$ cat src/rtl/ysyx_23060240_idu.sv
// ysyx_23060240_idu: RV32 decode stage with registered output slot and one-entry skid buffer
// Ports: clk/rst (sync, active-high); in_valid/in_ready/in_pc/in_inst from fetch;
//   flush from execute; out_valid/out_ready plus decoded out_* fields to execute.
// Build option: define IDU_RV32E_EN to flag register indices >= 16 as illegal (RV32E).
module ysyx_23060240_idu (
  input  logic        clk,
  input  logic        rst,
  input  logic        in_valid,
  output logic        in_ready,
  input  logic [31:0] in_pc,
  input  logic [31:0] in_inst,
  input  logic        flush,
  output logic        out_valid,
  input  logic        out_ready,
  output logic [31:0] out_pc,
  output logic [3:0]  out_opclass,
  output logic [4:0]  out_rd,
  output logic [4:0]  out_rs1,
  output logic [4:0]  out_rs2,
  output logic [2:0]  out_funct3,
  output logic        out_funct7b5,
  output logic [31:0] out_imm,
  output logic        out_rf_wen,
  output logic        out_ebreak,
  output logic        out_illegal
);
  typedef enum logic [1:0] {EMPTY, FULL, SKID} state_t;
  typedef struct packed {
    logic [31:0] pc;
    logic [3:0]  opclass;
    logic [4:0]  rd;
    logic [4:0]  rs1;
    logic [4:0]  rs2;
    logic [2:0]  funct3;
    logic        funct7b5;
    logic [31:0] imm;
    logic        rf_wen;
    logic        ebreak;
    logic        illegal;
  } entry_t;
  state_t state, state_n;
  entry_t main_q, skid_q, dec;
  logic [6:0] op;
  logic [3:0] cls;
  logic [31:0] imm;
  logic reg_bad, bad, acc, fire;
  assign op = in_inst[6:0];
  always_comb begin
    cls = op == 7'h37 ? 4'd0 : op == 7'h17 ? 4'd1 : op == 7'h6f ? 4'd2 : op == 7'h67 ? 4'd3 :
          op == 7'h63 ? 4'd4 : op == 7'h03 ? 4'd5 : op == 7'h23 ? 4'd6 : op == 7'h13 ? 4'd7 :
          op == 7'h33 ? 4'd8 : op == 7'h73 ? 4'd9 : 4'd15;
    imm = (cls == 4'd3 || cls == 4'd5 || cls == 4'd7 || cls == 4'd9) ? {{20{in_inst[31]}}, in_inst[31:20]} :
          cls == 4'd6 ? {{20{in_inst[31]}}, in_inst[31:25], in_inst[11:7]} :
          cls == 4'd4 ? {{19{in_inst[31]}}, in_inst[31], in_inst[7], in_inst[30:25], in_inst[11:8], 1'b0} :
          (cls == 4'd0 || cls == 4'd1) ? {in_inst[31:12], 12'b0} :
          cls == 4'd2 ? {{11{in_inst[31]}}, in_inst[31], in_inst[19:12], in_inst[20], in_inst[30:21], 1'b0} : 32'b0;
`ifdef IDU_RV32E_EN
    reg_bad = cls == 4'd8 ? (in_inst[11] | in_inst[19] | in_inst[24]) :
              (cls == 4'd3 || cls == 4'd5 || cls == 4'd7) ? (in_inst[11] | in_inst[19]) :
              (cls == 4'd4 || cls == 4'd6) ? (in_inst[19] | in_inst[24]) :
              cls <= 4'd2 ? in_inst[11] : 1'b0;
`else
    reg_bad = 1'b0;
`endif
    bad = cls == 4'd15 || reg_bad;
    dec.pc       = in_pc;
    dec.opclass  = bad ? 4'd15 : cls;
    dec.rd       = in_inst[11:7];
    dec.rs1      = in_inst[19:15];
    dec.rs2      = in_inst[24:20];
    dec.funct3   = in_inst[14:12];
    dec.funct7b5 = in_inst[30];
    dec.imm      = bad ? 32'b0 : imm;
    dec.rf_wen   = !bad && in_inst[11:7] != 5'd0 && (cls <= 4'd3 || cls == 4'd5 || cls == 4'd7 || cls == 4'd8);
    dec.ebreak   = !bad && in_inst == 32'h00100073;
    dec.illegal  = bad;
  end
  assign in_ready  = state != SKID;
  assign out_valid = state != EMPTY;
  assign acc  = in_valid & in_ready;
  assign fire = out_valid & out_ready;
  always_comb begin
    state_n = flush ? EMPTY :
              state == EMPTY ? (acc ? FULL : EMPTY) :
              state == FULL ? (acc && !fire ? SKID : !acc && fire ? EMPTY : FULL) :
              (fire ? FULL : SKID);
  end
  always_ff @(posedge clk) begin
    if (rst) begin
      state  <= EMPTY;
      main_q <= '0;
      skid_q <= '0;
    end else begin
      state <= state_n;
      if (!flush) begin
        if (state == SKID && fire) main_q <= skid_q;
        else if (acc && (state == EMPTY || fire)) main_q <= dec;
        if (acc && state == FULL && !fire) skid_q <= dec;
      end
    end
  end
  assign out_pc       = main_q.pc;
  assign out_opclass  = main_q.opclass;
  assign out_rd       = main_q.rd;
  assign out_rs1      = main_q.rs1;
  assign out_rs2      = main_q.rs2;
  assign out_funct3   = main_q.funct3;
  assign out_funct7b5 = main_q.funct7b5;
  assign out_imm      = main_q.imm;
  assign out_rf_wen   = main_q.rf_wen;
  assign out_ebreak   = main_q.ebreak;
  assign out_illegal  = main_q.illegal;
endmodule

$ cat config.mk
export PLATFORM = sky130hd
export DESIGN_NAME = ysyx_23060240_idu
export DESIGN_NICKNAME = d
export VERILOG_FILES = /design/src/rtl/ysyx_23060240_idu.sv
export SDC_FILE = /design/constraint.sdc
export NUM_CORES = 1
export LEC_CHECK = 0
export CAP_MARGIN = 20
export CORE_MARGIN = 10
export CORE_UTILIZATION = 25
export DETAILED_ROUTE_END_ITERATION = 10
export GPL_TIMING_DRIVEN = 0
export PLACE_DENSITY = 0.46
export SLEW_MARGIN = 20
export SYNTH_ARGS = -nofsm -noshare
export SYNTH_HDL_FRONTEND = slang
export SYNTH_SLANG_ARGS = --single-unit
$ cat constraint.sdc
create_clock -name clk -period 2.9 [get_ports clk]
set_input_delay 0.29 -clock clk [delete_from_list [all_inputs] [get_ports clk]]
set_output_delay 0.29 -clock clk [all_outputs]
set_load 0.05 [all_outputs]
==> results of run 1 <==
==> path summary, 6_finish.rpt <==
check	from	end	depth (start not counted)
min	out_ready	state[0]	3
max	flush	skid_q[25]	8
max reg2reg	state[0]	skid_q[25]	7
min reg2reg	skid_q[33]	skid_q[33]	2
==> worst register-to-register path, stage by stage (launching register included) <==
cell,delay (ns)
dfxtp_1,0.44
nand2b_1,0.10
nor3_1,0.18
clkbuf_1,0.60
nor2_1,0.35
clkbuf_1,0.35
nand2_1,0.14
o21ai_1,0.07
==> per-layer routing <==
| layer | vias to the layer above | track usage, % | part of all wire, % |
|---|---|---|---|
| li1 | 3823 | - | - |
| met1 | 3744 | 19.90 | 46 |
| met2 | 206 | 24.31 | 46 |
| met3 | 26 | 4.246 | 6.3 |
| met4 | 6 | 3.676 | 1.3 |
| met5 | - | 0 | 0.15 |
==> synth_stat cells (all sizes together) (5+ instances only) <==
cell type	instances
clkbuf	62
o22ai	12
a211oi	19
and2	10
a22oi	17
a21oi	89
nand4b	5
nand2	254
a311oi	52
or2	5
nand4	19
nand2b	5
a31oi	9
o21ai	34
nor4	6
nand3	13
nor2	102
nor3	10
nand3b	6
buf	27
dfxtp	182
==> final cells by class <==
cell class / instances / area (sq um)
diodes: 1 / 2.502
fillers: 3334 / 20140
repair buffers: 158 / 1582
clock inverters: 14 / 185.2
plain buffers: 89 / 384.1
flip-flops and latches: 182 / 3643
well taps: 396 / 495.5
multi-input cells: 711 / 3702
inverters: 4 / 15.01
clock buffers: 18 / 439.2
==> registers in the layout (all words and copies together) (netlist names), 3 cells and up <==
| signal | count |
|---|---|
| out_rs2 | 5 |
| out_rs1 | 5 |
| out_opclass | 4 |
| skid_q | 90 |
| out_rd | 5 |
| out_imm | 32 |
| out_pc | 32 |
| out_funct3 | 3 |
==> stage by stage <==
stage	worst slack [ns]	hold slack, ns	total power, mW	util, %	instance area, sq um
finish	0.5255	0.2559	6.088	34.16	10450
global route	0.2719	0.2822	6.330	34.15	10450
CTS	0.4673	0.2408	6.160	34.15	10450
detailed placement	0.01154	0.4414	3.644	32.11	9822
global placement	0.06095	0.4354	3.643	32.11	9822
floorplan	0.9807	0.3693	3.224	-	7745
==> power by group <==
part | switching, mW | total [mW] | internal (mW)
clock network | 1.11 | 2.51 | 1.40
registers | 0.0480 | 2.63 | 2.58
logic | 0.623 | 0.945 | 0.323
total | 1.78 | 6.09 | 4.31
==> layout by cell type, fill, tap and decap left out, types with 6 or more instances in the layout <==
| cell type | n |
|---|---|
| a211oi_1 | 18 |
| clkdlybuf4s50_1 | 158 |
| clkbuf_16 | 17 |
| and2_1 | 9 |
| buf_2 | 21 |
| nand2_1 | 253 |
| o22ai_1 | 12 |
| dfxtp_1 | 182 |
| nand4_1 | 19 |
| a31oi_1 | 9 |
| nor4_1 | 6 |
| o21ai_1 | 17 |
| nor3_1 | 9 |
| clkbuf_1 | 61 |
| a22oi_1 | 17 |
| nand3b_1 | 6 |
| a311oi_1 | 52 |
| o21ai_0 | 17 |
| a21oi_1 | 89 |
| nor2_1 | 102 |
| nand3_1 | 13 |
==> cell families after synthesis <==
logic type                 after synthesis  share of synthesized area, %
DFF                                    182                         47.04
muxes                                    2                        0.2585
buffers and inverters                   93                         5.153
adders and majority gates                1                        0.1615
AOI/OAI and AO/OA                      254                         21.49
and+or+nand+nor                        454                         25.90
==> insert_results.sql, run 1 <==
INSERT INTO impl_metrics (metric_group, metric, value, unit) VALUES
('detailed_routing', 'finalWirelength', '30260', 'microns'),
('sta', 'report.final.slew_viol_count', '0', ''),
('global_routing', 'maximum_number_of_pins_on_one_net_before_global_route_repair', '18', ''),
('clock_network', 'postCtsSetupRepairBufs', '0', ''),
('finish', 'drive_above_1_share', '5.697', '%'),
('setup_path', 'timing.reg2reg.setup_slack', '0.56', 'ns'),
('detailed_routing', 'vias', '7805', ''),
('detailed_routing', 'avgRoutedWirePerCell', '19.24', 'microns'),
('setup_path', 'setup.worst_path.class', 'primary input to register', ''),
('power', 'vdd_ir_drop_max', '0.3599', 'mV'),
('flow_run', 'max-cap-violations', '0', ''),
('floorplan', 'fp.coreArea', '0.03059', 'sq mm'),
('setup_path', 'worst-path-buf-inv', '3', ''),
('sta', 'rsz0062_at_grt', 'no', ''),
('synth', 'cell_area_after_synthesis', '0.007745', 'sq mm'),
('synth', 'async_sr_flop_fraction', '0', '%'),
('setup_path', 'timing.critical_path.to_type', 'register', ''),
('synth', 'synth-seq-cells', '182', ''),
('global_routing', 'grt_usage', '15.25', '%'),
('finish', 'area_delta_synth_final', '34.91', '%'),
('detailed_routing', 'drt_pass1_iterations', '7', ''),
('power', 'power_density', '582.7', 'mW/mm^2'),
('synth', 'synth.avg_cell_area', '7.855', 'sq um'),
('setup_path', 'critical_path_maximum_fanout', '10', ''),
('setup_path', 'data_required_time_at_the_worst_endpoint', '3.27', 'ns'),
('sta', 'max_clock_freq', '421.1', 'MHz'),
('synth', 'post_synth_num_cell_types', '57', ''),
('setup_path', 'worst_path_max_delay_cell', 'nor2_1', ''),
('placed_design', 'post-dp-hpwl', '22410', 'microns'),
('synth', 'gate_count_after_technology_mapping', '986', ''),
('clock_network', 'tritoncts_buffers', '17', ''),
('sta', 'setup-violations-final', '0', ''),
('clock_network', 'worst_skew_pair.late_latency', '0.43', 'ns'),
('placed_design', 'port_buffer_cells', '158', ''),
('power', 'power.leakage', '3.497', 'nW'),
('setup_path', 'cpPeakStageDelay', '0.63', 'ns'),
('placed_design', 'rd_place_congestion', '0.8531', ''),
('detailed_routing', 'drt_iter0_drc', '505', ''),
('floorplan', 'start_util', '25.32', '%'),
('setup_path', 'crit_path_start_kind', 'primary input', ''),
('clock_network', 'htreeDepth', '4', ''),
('sta', 'final_hold_viol_count', '0', ''),
('clock_network', 'clock-root-buffer', 'clkbuf_16', ''),
('clock_network', 'clock-sinks', '182', ''),
('sta', 'min_period', '2.375', 'ns'),
('sta', 'timing.slew.headroom', '44.13', '%'),
('setup_path', 'crit_family', 'buffers and inverters', ''),
('floorplan', 'row_count', '64', ''),
('sta', 'worst_clock_skew', '0.007396', 'ns'),
('synth', 'ys.warnings.count', '0', ''),
('run_status', 'run_status', 'completed', ''),
('detailed_routing', 'vias_per_cell', '4.962', ''),
('placed_design', 'dp.cells', '1540', ''),
('clock_network', 'cts_hold_buf', '0', ''),
('clock_network', 'clockBufferDepth', '2', ''),
('sta', 'final_min_period_over_clock_period', '81.88', '%'),
('setup_path', 'worst-endpoint-arrival', '2.75', 'ns'),
('setup_path', 'crit_chain', 'clkdlybuf4s50_1, nand2b_1, nor3_1, clkbuf_1, nor2_1, clkbuf_1, nand2_1, o21ai_1', ''),
('detailed_routing', 'drt_drc_violations_left', '0', ''),
('floorplan', 'num_io_pins', '161', ''),
('global_routing', 'grt_overflow_total', '0', ''),
('global_routing', 'grt_antenna_before_repair', '3', ''),
('floorplan', 'die_h', '196.0', 'microns'),
('synth', 'synth_top_cell_area_share', '47.04', '%'),
('synth', 'net_count_synth', '1056', ''),
('synth', 'synth_enable_flop_cells', '0', ''),
('clock_network', 'clk_pin_slew_worst_paths', '0.07', 'ns'),
('global_routing', 'first_pass_grt_wire_length', '46130', 'microns'),
('hold_path', 'holdCritPathClass', 'primary input to register', ''),
('clock_network', 'tritoncts', 'yes', ''),
('sta', 'worst_pin_slew', '0.8380', 'ns'),
('synth', 'postSynth.topFlopCell', 'dfxtp_1', ''),
('detailed_routing', 'antenna_violating_nets_post_route', '0', ''),
('synth', 'seq_area_frac_synth', '47.04', '%'),
('floorplan', 'dieArea', '0.03842', 'sq mm'),
('synth', 'post_synth_top_area_cell', 'dfxtp_1', ''),
('synth', 'ys_top_cells_by_area', 'dfxtp_1 47%, nand2_1 12%, a311oi_1 5.9%, a21oi_1 5.8%, nor2_1 4.9%', ''),
('clock_network', 'post_cts_resize_count', '0', ''),
('sta', 'tns', '0', 'ns'),
('floorplan', 'chipWidth', '196.0', 'microns'),
('global_routing', 'via_count_of_the_first_global_routing_pass', '7638', ''),
('setup_path', 'path_common_cell', 'clkbuf_1', ''),
('finish', 'finish.cell_count_without_fillers', '1573', ''),
('finish', 'layout.nets', '1233', '');
Note: power is estimated with default switching activity, not from simulation.
==> inputs of run 2 (changes only) <==
- clock period: 2.9 -> 2.3 ns (I/O delays scaled with it)
==> run 2 against run 1 <==
  * Flip-flop and latch count unchanged
  * Combinational power rose by 26%
  * Clock power up 26%
  * Clock skew barely moved
  * Final cell count is essentially flat
  * Critical path type is now register to output port
  * Largest power group unchanged
==> insert_results.sql, run 2 (same netlist as run 1, synthesis figures left out) <==
INSERT INTO impl_metrics (metric_group, metric, value, unit) VALUES
('clock_network', 'postCtsSetupRepairBufs', '0', ''),
('finish', 'regMostFlops', 'skid_q', ''),
('detailed_routing', 'avgRoutedWirePerCell', '19.22', 'microns'),
('flow_run', 'max-cap-violations', '0', ''),
('setup_path', 'worst_r2r_path_depth', '7', ''),
('sta', 'final_min_period_over_clock_period', '94.04', '%'),
('power', 'cellInternalPower', '5.434', 'mW'),
('setup_path', 'r2r-start', 'state[0]', ''),
('run_status', 'run_status', 'completed', ''),
('finish', 'postLayoutCoreUtil', '34.17', '%'),
('global_routing', 'first_pass_grt_wire_length', '46130', 'microns'),
('detailed_routing', 'drt_drc_violations_left', '0', ''),
('global_routing', 'maximum_number_of_pins_on_one_net_before_global_route_repair', '18', ''),
('global_routing', 'grt_antenna_before_repair', '3', ''),
('setup_path', 'setup.worst_path.class', 'register to output port', ''),
('power', 'switching_share', '29.20', '%'),
('clock_network', 'tritoncts', 'yes', ''),
('setup_path', 'cpPeakStageDelay', '0.84', 'ns'),
('clock_network', 'clockBufferDepth', '2', ''),
('hold_path', 'worst_hold_path.num_cells', '3', ''),
('sta', 'min_period', '2.163', 'ns'),
('clock_network', 'clock-sinks', '182', ''),
('power', 'total_switching_power', '2.241', 'mW'),
('hold_path', 'holdCritPathClass', 'primary input to register', ''),
('sta', 'setup-violations-final', '0', ''),
('floorplan', 'start_util', '25.32', '%'),
('finish', 'area_delta_synth_final', '34.98', '%'),
('global_routing', 'grt_overflow_total', '0', ''),
('hold_path', 'hold_start', 'out_ready', ''),
('power', 'vdd_ir_drop_max', '0.4528', 'mV'),
('hold_path', 'hold_end', 'state[0]', ''),
('setup_path', 'crit_path_start_kind', 'register', ''),
('floorplan', 'chipWidth', '196.0', 'microns'),
('setup_path', 'timing.rr.end', 'out_imm[24]', ''),
('sta', 'worst_clock_skew', '0.007732', 'ns'),
('sta', 'rsz0062_at_grt', 'no', ''),
('clock_network', 'worst_skew_pair.late_latency', '0.44', 'ns'),
('finish', 'final_area', '0.01045', 'sq mm'),
('clock_network', 'clock-root-buffer', 'clkbuf_16', ''),
('clock_network', 'htreeDepth', '4', ''),
('setup_path', 'crit_chain', 'nand2b_1, clkdlybuf4s50_1', ''),
('detailed_routing', 'vias_per_cell', '4.948', ''),
('floorplan', 'num_io_pins', '161', ''),
('power', 'power.leakage', '3.505', 'nW'),
('floorplan', 'row_count', '64', ''),
('setup_path', 'timing.critical_path.to_type', 'output port', ''),
('sta', 'max_clock_freq', '462.3', 'MHz'),
('detailed_routing', 'vias', '7778', ''),
('detailed_routing', 'finalWirelength', '30210', 'microns'),
('sta', 'final_hold_viol_count', '0', ''),
('floorplan', 'fp.coreArea', '0.03059', 'sq mm'),
('finish', 'layout.cells.most_common', 'nand2_1', ''),
('sta', 'report.final.slew_viol_count', '0', ''),
('power', 'seqPwrFrac', '43.2', '%'),
('global_routing', 'grt_usage', '15.25', '%'),
('setup_path', 'data_required_time_at_the_worst_endpoint', '2.07', 'ns'),
('placed_design', 'rd_place_congestion', '0.8531', ''),
('finish', 'multi_input_logic_area', '0.003707', 'sq mm'),
('clock_network', 'tritoncts_buffers', '17', ''),
('global_routing', 'via_count_of_the_first_global_routing_pass', '7638', ''),
('finish', 'layout.filler_cells', '3332', ''),
('clock_network', 'clk_pin_slew_worst_paths', '0.07', 'ns'),
('detailed_routing', 'drt_pass1_iterations', '5', ''),
('setup_path', 'timing.reg2reg.setup_slack', '0.18', 'ns'),
('placed_design', 'port_buffer_cells', '158', ''),
('floorplan', 'die_h', '196.0', 'microns'),
('detailed_routing', 'antenna_violating_nets_post_route', '0', ''),
('finish', 'drive_above_1_share', '6.128', '%'),
('sta', 'tns', '0', 'ns'),
('floorplan', 'dieArea', '0.03842', 'sq mm'),
('setup_path', 'worst-endpoint-arrival', '1.93', 'ns'),
('detailed_routing', 'drt_iter0_drc', '502', ''),
('finish', 'largest_register_ff_count', '90', ''),
('placed_design', 'post-dp-hpwl', '22410', 'microns'),
('sta', 'timing.slew.headroom', '48.53', '%'),
('power', 'relative_contribution_of_combinational_cells_to_total_power', '15.6', '%'),
('finish', 'layout.nets', '1232', ''),
('power', 'power_density', '734.2', 'mW/mm^2'),
('power', 'pwr-share-clk', '41.2', '%'),
('finish', 'total_area_of_sequential_cells', '0.003643', 'sq mm'),
('setup_path', 'worst_path_max_delay_cell', 'clkdlybuf4s50_1', ''),
('setup_path', 'critical_path_maximum_fanout', '7', ''),
('sta', 'worst_pin_slew', '0.7721', 'ns'),
('placed_design', 'placed_area', '0.009822', 'sq mm'),
('finish', 'final_cell_mix', '253 x nand2_1, 182 x dfxtp_1, 158 x clkdlybuf4s50_1, 100 x nor2_1, 89 x a21oi_1', '');
## run 2: stage by stage
step | instances | hold slack [ns] | power (mW) | setup WS [ns]
final | 1572 | 0.1949 | 7.675 | 0.1371
after global routing | 1571 | 0.2222 | 7.983 | 0.02794
after CTS | 1571 | 0.1808 | 7.767 | 0.04683
after detailed placement | 1540 | 0.4414 | 4.595 | -0.5285
after floorplan | 986 | 0.3093 | 4.065 | 0.3807
after global placement | 1540 | 0.4354 | 4.593 | -0.4791
## run 2: layout make-up
type	count	share of cell area, %
Antenna cell	1	0.02394
Clock buffer	18	4.201
Inverter	4	0.1436
Timing Repair Buffer	158	15.13
Buffer	88	3.674
Multi-Input combinational cell	711	35.46
Tap cell	396	4.740
Sequential cell	182	34.85
Clock inverter	14	1.771
## run 2: power by group through the flow
stage               Combinational (mW)  Clock (mW)  Sequential [mW]
global route                      1.27        3.38             3.33
global placement                  1.20           0             3.39
detailed placement                1.20           0             3.39
CTS                               1.21        3.24             3.32
finish                            1.19        3.17             3.32
floorplan                        0.363           0             3.70
## run 2: how the worst max path moves through the flow
| stage | startpoint | cells past startpoint | slack (ns) | endpoint |
|---|---|---|---|---|
| floorplan | state[0] | 6 | 0.38 | out_illegal |
| global placement | flush | 8 | -0.48 | skid_q[25] |
| detailed placement | flush | 8 | -0.53 | skid_q[24] |
| CTS | flush | 8 | 0.05 | skid_q[24] |
| global route | flush | 6 | 0.03 | skid_q[75] |
| finish | state[0] | 2 | 0.14 | in_ready |
## run 2: critical path, delay by kind of cell (launching register included)
kind          cells  cell delay, ns
simple gates      1            0.22
flops             1            0.44
buf+inv           1            0.84
## run 2: timing repair
item,in CTS,in global routing
hold buffers,0,0
cloned,0,0
resized for setup,2,5
setup endpoints to repair,36,14
## run 2: per-layer routing
layer  GRT usage, %  share of wire, %
met1          19.89                46
met2          24.31                46
met3          4.246               6.6
met4          3.676               1.3
met5              0              0.15
